--- src/rtl/mustang_lamp_pkg.sv ---
// mustang_lamp_pkg
//   Shared definitions for the tail-lamp sequencer:
//   - the mode encodings (the values driven on Mode)
//   - the FSM state encodings
//   - the lamp pattern constants
//   - helpers that map a state to its mode and a mode to its first phase
//   R patterns are written for a [0:2] vector, so the leftmost bit is R[0],
//   the inner lamp.
package mustang_lamp_pkg;

    typedef enum logic [1:0] {
        MODE_IDLE  = 2'b00,
        MODE_LEFT  = 2'b01,
        MODE_RIGHT = 2'b10,
        MODE_HAZ   = 2'b11
    } mode_t;

    typedef enum logic [3:0] {
        ST_IDLE, ST_L0, ST_L1, ST_L2, ST_LOFF,
        ST_R0, ST_R1, ST_R2, ST_ROFF, ST_HON, ST_HOFF
    } state_t;

    localparam logic [2:0] LAMP_OFF    = 3'b000;
    localparam logic [2:0] LAMP_ALL    = 3'b111;
    localparam logic [2:0] LAMP_L_SEQ1 = 3'b001;
    localparam logic [2:0] LAMP_R_SEQ1 = 3'b100;
    localparam logic [2:0] LAMP_L_SEQ2 = 3'b011;
    localparam logic [2:0] LAMP_R_SEQ2 = 3'b110;

    function automatic mode_t state_mode(input state_t s);
        case (s)
            ST_L0, ST_L1, ST_L2, ST_LOFF: state_mode = MODE_LEFT;
            ST_R0, ST_R1, ST_R2, ST_ROFF: state_mode = MODE_RIGHT;
            ST_HON, ST_HOFF:              state_mode = MODE_HAZ;
            default:                      state_mode = MODE_IDLE;
        endcase
    endfunction

    function automatic state_t mode_entry(input mode_t m);
        case (m)
            MODE_LEFT:  mode_entry = ST_L0;
            MODE_RIGHT: mode_entry = ST_R0;
            MODE_HAZ:   mode_entry = ST_HON;
            default:    mode_entry = ST_IDLE;
        endcase
    endfunction

endpackage

--- src/rtl/lamp_step_timer.sv ---
// lamp_step_timer
//   Animation prescaler. Counts 0..STEP_DIV-1 and wraps to 0; a synchronous
//   clear, which takes priority over the wrap, restarts the count.
//   Step is registered and is high in the cycle where the count is STEP_DIV-1.
//   Ports: Clk, Reset (async, active low), clear (sync restart), step (pulse).
module lamp_step_timer #(
    parameter int STEP_DIV = 25_000_000
) (
    input  logic Clk,
    input  logic Reset,
    input  logic clear,
    output logic step
);
    localparam int CW = (STEP_DIV > 1) ? $clog2(STEP_DIV) : 1;
    localparam logic [CW-1:0] LAST = CW'(STEP_DIV - 1);

    logic [CW-1:0] cnt_q, cnt_nxt;

    always_comb begin
        cnt_nxt = cnt_q + 1'b1;
        if (clear || cnt_q == LAST)
            cnt_nxt = '0;
    end

    // Step is taken from the next count so that it lines up with the count
    // register: high exactly while cnt_q == LAST.
    always_ff @(posedge Clk or negedge Reset) begin
        if (!Reset) begin
            cnt_q <= '0;
            step  <= 1'b0;
        end else begin
            cnt_q <= cnt_nxt;
            step  <= (cnt_nxt == LAST);
        end
    end

endmodule

--- src/rtl/mustang_lamp_sequencer.sv ---
// mustang_lamp_sequencer
//   Rear tail-lamp controller, with three lamps on each side.
//   - It synchronises the Left/Right/Hazard requests.
//   - It arbitrates the requests into one mode.
//   - It steps the lamp animation on the prescaled Step tick.
//   Ports:
//     Clk, Reset          clock; async active-low reset
//     Left, Right, Hazard async level requests
//     Brake               async level brake input (LAMP_BRAKE_EN builds only)
//     L[2:0], R[0:2]      lamp drives; index 0 is the inner lamp
//     Mode[1:0]           active mode (00 IDLE, 01 LEFT, 10 RIGHT, 11 HAZ)
//     Step                one-cycle pulse per animation step
//   Build option: define LAMP_BRAKE_EN to add the Brake input. While Brake
//   is active, the lamp side that is not animating lights fully.
//   All outputs are registered. L, R and Mode are loaded from the decode of
//   the next state, so they change on the same edge as the FSM. An input
//   edge therefore reaches the lamps after SYNC_STAGES+1 clock edges.
module mustang_lamp_sequencer
    import mustang_lamp_pkg::*;
#(
    parameter int STEP_DIV    = 25_000_000,
    parameter int SYNC_STAGES = 2
) (
    input  logic       Clk,
    input  logic       Reset,
    input  logic       Left,
    input  logic       Right,
    input  logic       Hazard,
`ifdef LAMP_BRAKE_EN
    input  logic       Brake,
`endif
    output logic [2:0] L,
    output logic [0:2] R,
    output logic [1:0] Mode,
    output logic       Step
);
    localparam int NREQ = 4;  // {brake, hazard, right, left}

    logic [NREQ-1:0]                  req_raw, req_s;
    logic [SYNC_STAGES-1:0][NREQ-1:0] sync_pipe;
    state_t     state_q, state_nxt;
    mode_t      req_mode;
    logic       timer_clr;
    logic [2:0] l_nxt;
    logic [0:2] r_nxt;

`ifdef LAMP_BRAKE_EN
    assign req_raw = {Brake, Hazard, Right, Left};
`else
    assign req_raw = {1'b0, Hazard, Right, Left};
`endif

    always_ff @(posedge Clk or negedge Reset) begin
        if (!Reset) sync_pipe <= '0;
        else        sync_pipe <= {sync_pipe[SYNC_STAGES-2:0], req_raw};
    end
    assign req_s = sync_pipe[SYNC_STAGES-1];

    always_comb begin
        if (req_s[2] || (req_s[0] && req_s[1])) req_mode = MODE_HAZ;
        else if (req_s[0])                      req_mode = MODE_LEFT;
        else if (req_s[1])                      req_mode = MODE_RIGHT;
        else                                    req_mode = MODE_IDLE;
    end

    lamp_step_timer #(.STEP_DIV(STEP_DIV)) u_timer (
        .Clk   (Clk),
        .Reset (Reset),
        .clear (timer_clr),
        .step  (Step)
    );

    // A mode change wins over a Step that arrives in the same cycle.
    always_comb begin
        state_nxt = state_q;
        timer_clr = 1'b0;
        if (req_mode != state_mode(state_q)) begin
            state_nxt = mode_entry(req_mode);
            timer_clr = 1'b1;
        end else if (Step) begin
            case (state_q)
                ST_L0:   state_nxt = ST_L1;
                ST_L1:   state_nxt = ST_L2;
                ST_L2:   state_nxt = ST_LOFF;
                ST_LOFF: state_nxt = ST_L0;
                ST_R0:   state_nxt = ST_R1;
                ST_R1:   state_nxt = ST_R2;
                ST_R2:   state_nxt = ST_ROFF;
                ST_ROFF: state_nxt = ST_R0;
                ST_HON:  state_nxt = ST_HOFF;
                ST_HOFF: state_nxt = ST_HON;
                default: state_nxt = ST_IDLE;
            endcase
        end
    end

    // Lamp decode of the next state. Brake (req_s[3]) only fills the idle side.
    always_comb begin
        l_nxt = LAMP_OFF;
        r_nxt = LAMP_OFF;
        case (state_nxt)
            ST_L0:   l_nxt = LAMP_L_SEQ1;
            ST_L1:   l_nxt = LAMP_L_SEQ2;
            ST_L2:   l_nxt = LAMP_ALL;
            ST_R0:   r_nxt = LAMP_R_SEQ1;
            ST_R1:   r_nxt = LAMP_R_SEQ2;
            ST_R2:   r_nxt = LAMP_ALL;
            ST_HON: begin
                l_nxt = LAMP_ALL;
                r_nxt = LAMP_ALL;
            end
            default: ;
        endcase
        if (req_s[3]) begin
            case (state_mode(state_nxt))
                MODE_IDLE: begin
                    l_nxt = LAMP_ALL;
                    r_nxt = LAMP_ALL;
                end
                MODE_LEFT:  r_nxt = LAMP_ALL;
                MODE_RIGHT: l_nxt = LAMP_ALL;
                default: ;
            endcase
        end
    end

    always_ff @(posedge Clk or negedge Reset) begin
        if (!Reset) begin
            state_q <= ST_IDLE;
            L       <= LAMP_OFF;
            R       <= LAMP_OFF;
            Mode    <= MODE_IDLE;
        end else begin
            state_q <= state_nxt;
            L       <= l_nxt;
            R       <= r_nxt;
            Mode    <= state_mode(state_nxt);
        end
    end

endmodule

--- config.mk ---
export PLATFORM = sky130hd
export DESIGN_NAME = mustang_lamp_sequencer
export DESIGN_NICKNAME = d
export VERILOG_FILES = /design/src/rtl/mustang_lamp_pkg.sv /design/src/rtl/lamp_step_timer.sv /design/src/rtl/mustang_lamp_sequencer.sv
export SDC_FILE = /design/constraint.sdc
export NUM_CORES = 1
export LEC_CHECK = 0
export ABC_AREA = 1
export CORE_MARGIN = 3
export CORE_UTILIZATION = 45
export CTS_CLUSTER_SIZE = 24
export DETAILED_ROUTE_END_ITERATION = 12
export PLACE_DENSITY = 0.6
export SLEW_MARGIN = 25
export SYNTH_ARGS = -nofsm -noshare
export SYNTH_HDL_FRONTEND = slang
export SYNTH_SLANG_ARGS = --single-unit
--- constraint.sdc ---
create_clock -name Clk -period 3 [get_ports Clk]
set_clock_uncertainty 0.15 [all_clocks]
set_input_delay 0.3 -clock Clk [delete_from_list [all_inputs] [get_ports Clk]]
set_output_delay 0.3 -clock Clk [all_outputs]
set_load 0.01 [all_outputs]
# --- Word-level counts from Yosys, hierarchy flattened ---
# Memories as Yosys holds them, arrays and structs flattened. A register that Yosys moved wholly into a read port is not among the register bits.
# Cells that the tools add are included.
word_totals:
  mem_bits_rw: 0
  n_memories: 3
  out_inout_bits: 9
  latchBits: 0
  mem_bits_ro: 128
  wordCells: 40
  reg_bits: 42
classes:
  eq_ne: 13
  div_mod_pow: 0
  shift: 0
  n_mul: 0
  n_mux: 10
  n_addsub: 1
  n_reduce_logical: 6
  order_cmp: 0
  bitwise: 0
memory_table:
  columns: ["memory", "words", "word_bits", "read_ports", "rd_clocked_by_memory_dff", "wr", "line", "text"]
  rows:
  - ["(no name shown)", 16, 4, 1, 0, 0, "mustang_lamp_sequencer.sv:81", "case (state_q)"]
  - ["(no name shown)", 16, 2, 1, 0, 0, "mustang_lamp_pkg.sv:31", "case (s)"]
  - ["(no name shown)", 16, 2, 1, 1, 0, "mustang_lamp_pkg.sv:31", null]
op_table:
  columns: ["cell", "n"]
  rows:
  - ["$eq A25 B25 Y1 const B", 2]
  - ["$add A25 B1 Y25 const B", 1]
  - ["$mux W25", 1]
  - ["$pmux W3 S3", 2]
  - ["$eq A4 B3 Y1 const B", 3]
  - ["$pmux W4 S3", 1]
  - ["$eq A4 B2 Y1 const B", 2]
  - ["$mux W4", 2]
  - ["$mux W2", 3]
  - ["$eq A2 B2 Y1 const B", 2]
  - ["$eq A4 B1 Y1 const B", 1]
  - ["$eq A4 B4 Y1 const B", 1]
  - ["$reduce_or A2 Y1", 2]
  - ["$eq A2 B1 Y1 const B", 1]
  - ["$logic_or A1 B1 Y1", 2]
  - ["$ne A2 B2 Y1", 1]
  - ["$logic_and A1 B1 Y1", 1]
  - ["$logic_not A1 Y1", 1]
  - ["$mux W1", 1]

# --- Longest topological paths before layout ---
# Gate-level depths: netlist of run 1.
logic_depth:
  depth_word: 9
  depth_mapped: 16
  depth_no_buf: 16

# --- Modules after synthesis ---
# From an unflattened synthesis of run 1, not the netlist that was laid out.
hier_totals:
  cells_unflattened: 417
  area_unflattened_um2: 2817.7
by_module_without_submodules:
  columns: ["module", "area_each_um2", "n_inst", "cells_per_inst", "seq_area_each_um2"]
  rows:
  - ["lamp_step_timer", 1677.9, 1, 260, 650.6]
  - ["mustang_lamp_sequencer", 1139.8, 1, 157, 450.4]

# --- Worst setup path before layout of run 1 ---
# Ideal clock, no wire load.
synth_timing:
  kind: "reg2reg"
  from: "register state_q[0]"
  to: "register Mode[0]"
  path_slack_ps: 579
  required_time_ps: 2733
  path_stages_with_launch: 16
  arrival_time_ps: 2154
  setup_time_ps: 117
  period_less_slack_ps: 2421
  path_cell_list: "dfrtp_1 inv_1 ha_1 ha_1 nand2_1 nand4_1 nand2_2 nand2_4 inv_1 o221ai_1 nand2_1 inv_1 ha_1 or2_1 nand2_1 nand2_1"
synth_between:
  elab_chain_len: 3
  elab_cells_between_ends: 5
  cone_classes: "eq/ne: 1; mux: 2; memory: 2"
synth_rtl:
  columns: ["item", "line", "text"]
  rows:
  - ["start, declared", "mustang_lamp_sequencer.sv:41", "state_t state_q, state_nxt;"]
  - ["start signal, assigned", "mustang_lamp_sequencer.sv:134", "state_q <= state_nxt;"]
  - ["$mem_v2 Z16 W2 / $mem_v2 Z16 W4 (equally long branches)", null, null]
  - ["$ne A2 B2 Y1 / $mux W4 (equally long branches)", "mustang_lamp_sequencer.sv:77, mustang_lamp_sequencer.sv:80", null]
  - ["$mux W4 (*)", "mustang_lamp_sequencer.sv:77", "if (req_mode != state_mode(state_q)) begin"]
  - ["net state_nxt[0]", "mustang_lamp_sequencer.sv:41", null]
  - ["end, declared", "mustang_lamp_sequencer.sv:34", "output logic [1:0] Mode,"]
# The timed path passes the listed nets; every way through them passes the cells marked *.

# --- Final worst setup path of run 1 ---
# Ends and elaborated chain as after synthesis.

==> out/results.ini, run 1 <==
[grt]
overflow = 0
grt_max_degree = 45
grt_pass1_wl_um = 9680
grt.total_usage_pct = 16.5
antenna_found_initial = 0
grt_pass1_vias = 2185

[timing]
rsz0062_at_grt = false
period_share_pct = 88.6
hold_viol = 0
slew_headroom_pct = 62.8
setup_viol = 0
period_needed_ns = 2.66
fmax_mhz = 376
slew_violations = 0
worst_pin_slew_ns = 0.559
fin_tns_setup_ns = 0

[synthesis]
synth.avg_cell_area_um2 = 7.71
synth-compound-area-share_pct = 5.58
synthMuxAreaShare_pct = 0
syn-num-nets = 369
yosysTopAreaCellShare_pct = 40.6
ys_ff_latch = 44
ys_seq_area_share_pct = 40.6
ys_types = 29
yosys.area.top_type = dfrtp_1
yosysWarnings = 0
synthXorXnorAreaFrac_pct = 2.58
synth_top_family_by_area = simple AND/OR/NAND/NOR gates
synth_area_mm2 = 0.00271
synthAdderAreaFrac_pct = 5.54
yosys.area_share.simple_pct = 38.1
ys_top_cells_by_area = dfrtp_1, nand2_1, nor2_1, inv_1, nand3_1
synthCells = 352

[power_and_ir_drop]
ir_worst_vdd_mv = 0.331
p_total_mw = 1.91
internal_power_mw = 1.20
seq_power_share_pct = 38.4
p_switching_uw = 707
swShare_pct = 37.1
leakage_nw = 1.50
power_frac_comb_pct = 38.0
power_density_mw_per_mm2 = 628
clockPowerShare_pct = 23.6

[finish]
syn2layout_area_growth_pct = 11.9
nets = 388
nFillCells = 552
n_antenna_cell = 0
drive_above_1_share_pct = 12.9

[cts]
clkSinkCount = 44
cts_tree = yes
cts_buffers = 5
clk_latency_ns = 0.29
htree_num_levels = 2
path_clk_slew_ns = 0.08
cts_setup_buffers = 0
ctsResizeCount = 0
clockRootBuffer = clkbuf_8
clk_path_buf_depth = 2

[worst_setup_path]
worst_ep_required_time_ns = 3.04
rr_endpoint = Mode[0]$_DFF_PN0_
worstPathMaxFanout = 6
crit_arrival_ns = 2.70
r2r_cells = 15
rr_startpoint = state_q[0]$_DFF_PN0_
r2r_slack_ns = 0.34
start_kind = flip-flop
critPathKind = reg2reg
worst_setup_path_end_kind = flip-flop

[route]
routed_wl_um = 5310
drc = 0
drtAntennaViolNets = 0
avgRoutedWirePerCell_um = 12.0
drt_iter0_drc = 118
viasPerCell = 4.83
vias = 2146
firstDrtPassIters = 4

[job]
maxCapViolCount = 0

[floorplan]
die_h_um = 83.6
die_area_mm2 = 0.00700
start_util_pct = 47.8
die_w_um = 83.6
rows = 27
ios = 14
core_area_mm2 = 0.00568

[hold_path]
min_delay_path_depth = 0
worst_hold_path_type = reg2reg
min_to = req_s[1]$_DFF_PN0_
hold_start = sync_pipe[1]$_DFF_PN0_

[placement]
place_congestion = 0.866
hpwl_um = 4080
io_buffers = 13

[status]
outcome = complete, no violations

power groups by stage:
stage                     Clock [mW]  Combinational (mW)  Sequential [mW]
final                          0.450               0.725            0.732
after global routing           0.485               0.818            0.746
after global placement             0               0.723            0.744
after CTS                      0.469               0.735            0.733
after detailed placement           0               0.733            0.746
after floorplan                    0               0.494            0.765
layout make-up:
class	count	area (µm²)	area share, %
multi-input cells	256	1410	46.3
flip-flops and latches	44	1100	36.3
inverters	50	190	6.26
repair buffers	14	138	4.53
well taps	72	90.1	2.97
clock buffers	5	68.8	2.27
clock inverters	3	42.5	1.40
per-stage QoR:
step | cells | util (%) | hold slack (ns) | setup slack, ns | cell area, µm²
4_1_cts | 443 | 53.3 | 0.0483 | 0.345 | 3020
5_1_grt | 444 | 53.5 | 0.209 | 0.175 | 3040
3_5_place_dp | 435 | 51.3 | 0.185 | 0.370 | 2910
6_report | 444 | 53.5 | 0.202 | 0.342 | 3040
3_3_place_gp | 435 | 51.3 | 0.181 | 0.465 | 2910
2_1_floorplan | 352 | - | -0.146 | 0.579 | 2710
routing by layer:
metal | GRT usage, % | vias to the layer above | part of all wire (%)
met2 | 26.6 | 27 | 47
met1 | 22.2 | 970 | 49
li1 | - | 1140 | -
met5 | 0 | - | 0
met3 | 3.06 | 9 | 2.6
met4 | 5.99 | 0 | 1.7
worst max-delay path by stage:
stage,start,to,slack (ns),cells past startpoint
finish,state_q[0]$_DFF_PN0_,Mode[0]$_DFF_PN0_,0.34,15
global route,state_q[0]$_DFF_PN0_,Mode[0]$_DFF_PN0_,0.18,15
CTS,state_q[0]$_DFF_PN0_,Mode[0]$_DFF_PN0_,0.34,15
detailed placement,state_q[0]$_DFF_PN0_,Mode[0]$_DFF_PN0_,0.37,15
global placement,state_q[0]$_DFF_PN0_,Mode[0]$_DFF_PN0_,0.47,15
floorplan,state_q[0]$_DFF_PN0_,Mode[0]$_DFF_PN0_,0.58,15
placed cells by master (no fill, tap or decap), types with 2 or more instances in the layout:
cell type,Yosys,routed
inv_1,44,44
nor2_8,2,2
o21ai_0,7,7
xnor2_1,3,3
inv_2,5,5
dfrtp_1,44,44
nor2_4,7,7
nor2_2,4,4
o22ai_1,2,2
clkdlybuf4s50_1,0,12
xor2_1,5,5
o21ai_1,3,3
ha_1,12,12
nand2_4,5,5
nand2_2,11,11
nand3_1,33,33
o21bai_1,3,3
nand2_1,86,86
a21oi_1,10,10
nor2_1,49,49
nand4_1,7,7
clkbuf_8,0,5
cell usage after synthesis (all sizes together):
cell / number
a21oi: 10
o22ai: 2
dfrtp: 44
xor2: 5
o221ai: 1
buf: 2
or2: 2
nor3: 1
nand2: 102
nor2: 62
xnor2: 3
o21bai: 3
inv: 50
o211ai: 1
nand4: 7
nand3: 35
ha: 12
o21ai: 10
registers in the layout, summed over array words and instances (netlist names):
name	flops
u_timer.step	1
sync_pipe	3
R	3
L	3
req_s	3
u_timer.cnt_q	25
Mode	2
state_q	4
worst max-delay path, stage by stage, from the launching register on:
cell and delay (ns):
dfrtp_1 0.45, inv_1 0.11, ha_1 0.23, ha_1 0.27, nand2_1 0.09, nand4_1 0.11, nand2_2 0.12, nand2_4 0.08
inv_1 0.05, o221ai_1 0.09, nand2_1 0.16, inv_1 0.09, ha_1 0.21, or2_1 0.24, nand2_1 0.07, nand2_1 0.04
cells by family after synthesis:
group                    Yosys count
AO/OA/AOI/OAI                     27
adder cells (fa/ha/maj)           12
AND/OR/NAND/NOR                  209
XOR/XNOR                           8
flip-flops                        44
buffers and inverters             52
timing repair:
item | in CTS | in global routing
endpoints found under the hold margin | 0 | 44
setup endpoints to repair | 0 | 0
hold buffers | 0 | 1
(Power assumes the default switching activity.)
==> inputs of run 2 (changes only) <==
--- a/config.mk
+++ b/config.mk
@@ -10,7 +10,8 @@
 export CORE_UTILIZATION = 45
 export CTS_CLUSTER_SIZE = 24
 export DETAILED_ROUTE_END_ITERATION = 12
-export PLACE_DENSITY = 0.6
+export DONT_BUFFER_PORTS = 1
+export PLACE_DENSITY = 0.57
 export SLEW_MARGIN = 25
 export SYNTH_ARGS = -nofsm -noshare
 export SYNTH_HDL_FRONTEND = slang
==> constraint.sdc (replaced) <==
create_clock -name Clk -period 2.7 [get_ports Clk]
set_clock_uncertainty 0.15 [all_clocks]
set_input_delay 0.27 -clock Clk [delete_from_list [all_inputs] [get_ports Clk]]
set_output_delay 0.27 -clock Clk [all_outputs]
set_load 0.01 [all_outputs]
==> out/results.ini, run 2 (synthesis gave the netlist of run 1 again) <==
[status]
outcome = complete, no violations

[timing]
period_needed_ns = 2.46  ; -0.194 ns
slew_violations = 0  ; unchanged
period_share_pct = 91.3  ; +2.7 points
setup_viol = 0  ; unchanged
hold_viol = 0  ; unchanged
slew_headroom_pct = 77.1  ; +14 points
holdWs_ns = 0.194  ; -0.00808 ns
fmax_mhz = 406  ; +7.9%
fin_tns_setup_ns = 0  ; unchanged
worst_pin_slew_ns = 0.344  ; -0.215 ns

[worst_setup_path]
r2r_slack_ns = 0.24  ; -0.11 ns
critPathKind = reg2reg
worstPathMaxFanout = 6  ; unchanged
worstPathCellList = inv_2 -> ha_2 -> ha_1 -> nand2_1 -> nand4_1 -> nand2_2 -> nand2_4 -> inv_1 -> o221ai_1 -> nand2_1 -> inv_1 -> ha_1 -> or2_1 -> nand2_1 -> nand2_1
start_kind = flip-flop
worst_setup_path_end_kind = flip-flop
cp_slowest_cell = dfrtp_1
cpPeakStageDelay_ns = 0.41  ; -0.04 ns
cpMostUsedCell = nand2_1
crit_arrival_ns = 2.50  ; -0.20 ns
worst_ep_required_time_ns = 2.74  ; -0.30 ns

[cts]
htree_num_levels = 2  ; unchanged
clk_latency_ns = 0.29  ; about the same
clockRootBuffer = clkbuf_8
path_clk_slew_ns = 0.08  ; about the same
cts_buffers = 5  ; unchanged
clkSinkCount = 44  ; unchanged
cts_tree = yes
clk_path_buf_depth = 2  ; unchanged

[route]
vias = 2151  ; +0.23%
drc = 0  ; unchanged
avgRoutedWirePerCell_um = 12.2  ; +2.1%
firstDrtPassIters = 4  ; unchanged
drtAntennaViolNets = 0  ; unchanged
routed_wl_um = 5360  ; +0.96%
viasPerCell = 4.90  ; +1.4%
drt_iter0_drc = 88  ; -25%

[floorplan]
die_area_mm2 = 0.00700  ; unchanged
die_h_um = 83.6  ; unchanged
ios = 14  ; unchanged
start_util_pct = 47.8  ; unchanged
die_w_um = 83.6  ; unchanged
rows = 27  ; unchanged
core_area_mm2 = 0.00568  ; unchanged

[placement]
place_congestion = 0.845  ; -2.4%
io_buffers = 0  ; -13
hpwl_um = 4140  ; +1.5%

[finish]
drive_above_1_share_pct = 15.0  ; +2.1 points
nets = 384  ; -1.0%
regMostFlops = u_timer.cnt_q
nFillCells = 553  ; +0.18%
syn2layout_area_growth_pct = 10.3
reg_top3 = u_timer.cnt_q: 25 flops, state_q: 4 flops
final_cell_mix = nand2_1, nor2_1, dfrtp_1
n_antenna_cell = 0  ; unchanged
final_common_cell = nand2_1
largest_reg_flops = 25  ; unchanged

[job]
maxCapViolCount = 0  ; unchanged

[power_and_ir_drop]
leakage_nw = 1.50  ; -0.43%
power_density_mw_per_mm2 = 661  ; +5.3%
ir_worst_vdd_mv = 0.292  ; -12%

[grt]
grt_pass1_vias = 2086  ; -4.5%
overflow = 0  ; unchanged
grt_pass1_wl_um = 9520  ; -1.7%
antenna_found_initial = 0  ; unchanged
grt.total_usage_pct = 16.4  ; -0.14 points
grt_max_degree = 45  ; unchanged

[hold_path]
worst_hold_path_type = reg2reg

[run 2: changes by cell type in the layout (fill, tap and decap cells not counted), moves of 2 or more]
cell,before,now
inv_2,5,7
clkbuf_8,5,7
inv_1,44,42
dlygate4sd3_1,1,4
buf_4,1,5
clkdlybuf4s50_1,12,0
[run 2: repair_timing]
action	4_1_cts	5_1_grt
endpoints found under the hold margin	47	0
setup endpoints to repair	0	3
resized for setup	0	3
buffers inserted	0	3
hold buffers	5	0
[run 2: worst paths after layout]
check / cells after the start / endpoint / startpoint
setup / recovery: 15 / Mode[0]$_DFF_PN0_ / state_q[1]$_DFF_PN0_
hold / removal: 0 / req_s[2]$_DFF_PN0_ / sync_pipe[2]$_DFF_PN0_
setup reg to reg: 15 / Mode[0]$_DFF_PN0_ / state_q[1]$_DFF_PN0_
hold reg to reg: 0 / req_s[2]$_DFF_PN0_ / sync_pipe[2]$_DFF_PN0_
max in group asynchronous: 2 / u_timer.cnt_q[4]$_DFF_PN0_ / Reset
min in group asynchronous: 2 / u_timer.cnt_q[22]$_DFF_PN0_ / Reset
[run 2: final cells by class]
cell class,instances,area [µm²],share of cell area [%]
flip-flops and latches,44,1100,36.8
multi-input cells,256,1410,47.1
clock buffers,7,96.3,3.22
well taps,72,90.1,3.01
inverters,50,190,6.36
repair buffers,10,105,3.51
[run 2: power by group]
group	internal (mW)	switching, mW	total (mW)
Clock	0.228	0.208	0.436
Combinational	0.229	0.462	0.692
Sequential	0.757	0.0923	0.850
Total	1.21	0.763	1.98
[run 2: per-stage QoR]
step | std cells | area (µm²) | worst slack (ns) | util, % | total power [mW]
after CTS | 436 | 2970 | 0.146 | 52.3 | 1.99
after global placement | 424 | 2800 | 0.237 | 49.4 | 1.51
after global routing | 439 | 2990 | -0.00231 | 52.7 | 2.14
after detailed placement | 424 | 2800 | 0.159 | 49.4 | 1.52
final | 439 | 2990 | 0.236 | 52.7 | 1.98
after floorplan | 352 | 2710 | 0.279 | - | 1.40
[run 2: layer usage]
layer	track usage (%)	vias up	share of wire, %
li1	-	1138	-
met1	21.1	982	47
met2	27.8	22	48
met3	3.85	9	3.0
met4	4.09	0	1.5
met5	0	-	0
[run 2: worst max-delay path, delay by kind of cell, from the launching register on]
family                     cells  cell delay, ns
buffers and inverters          3            0.19
AOI/OAI and AO/OA              1            0.09
DFF                            1            0.41
adders and majority gates      3            0.65
and+or+nand+nor                8            0.86
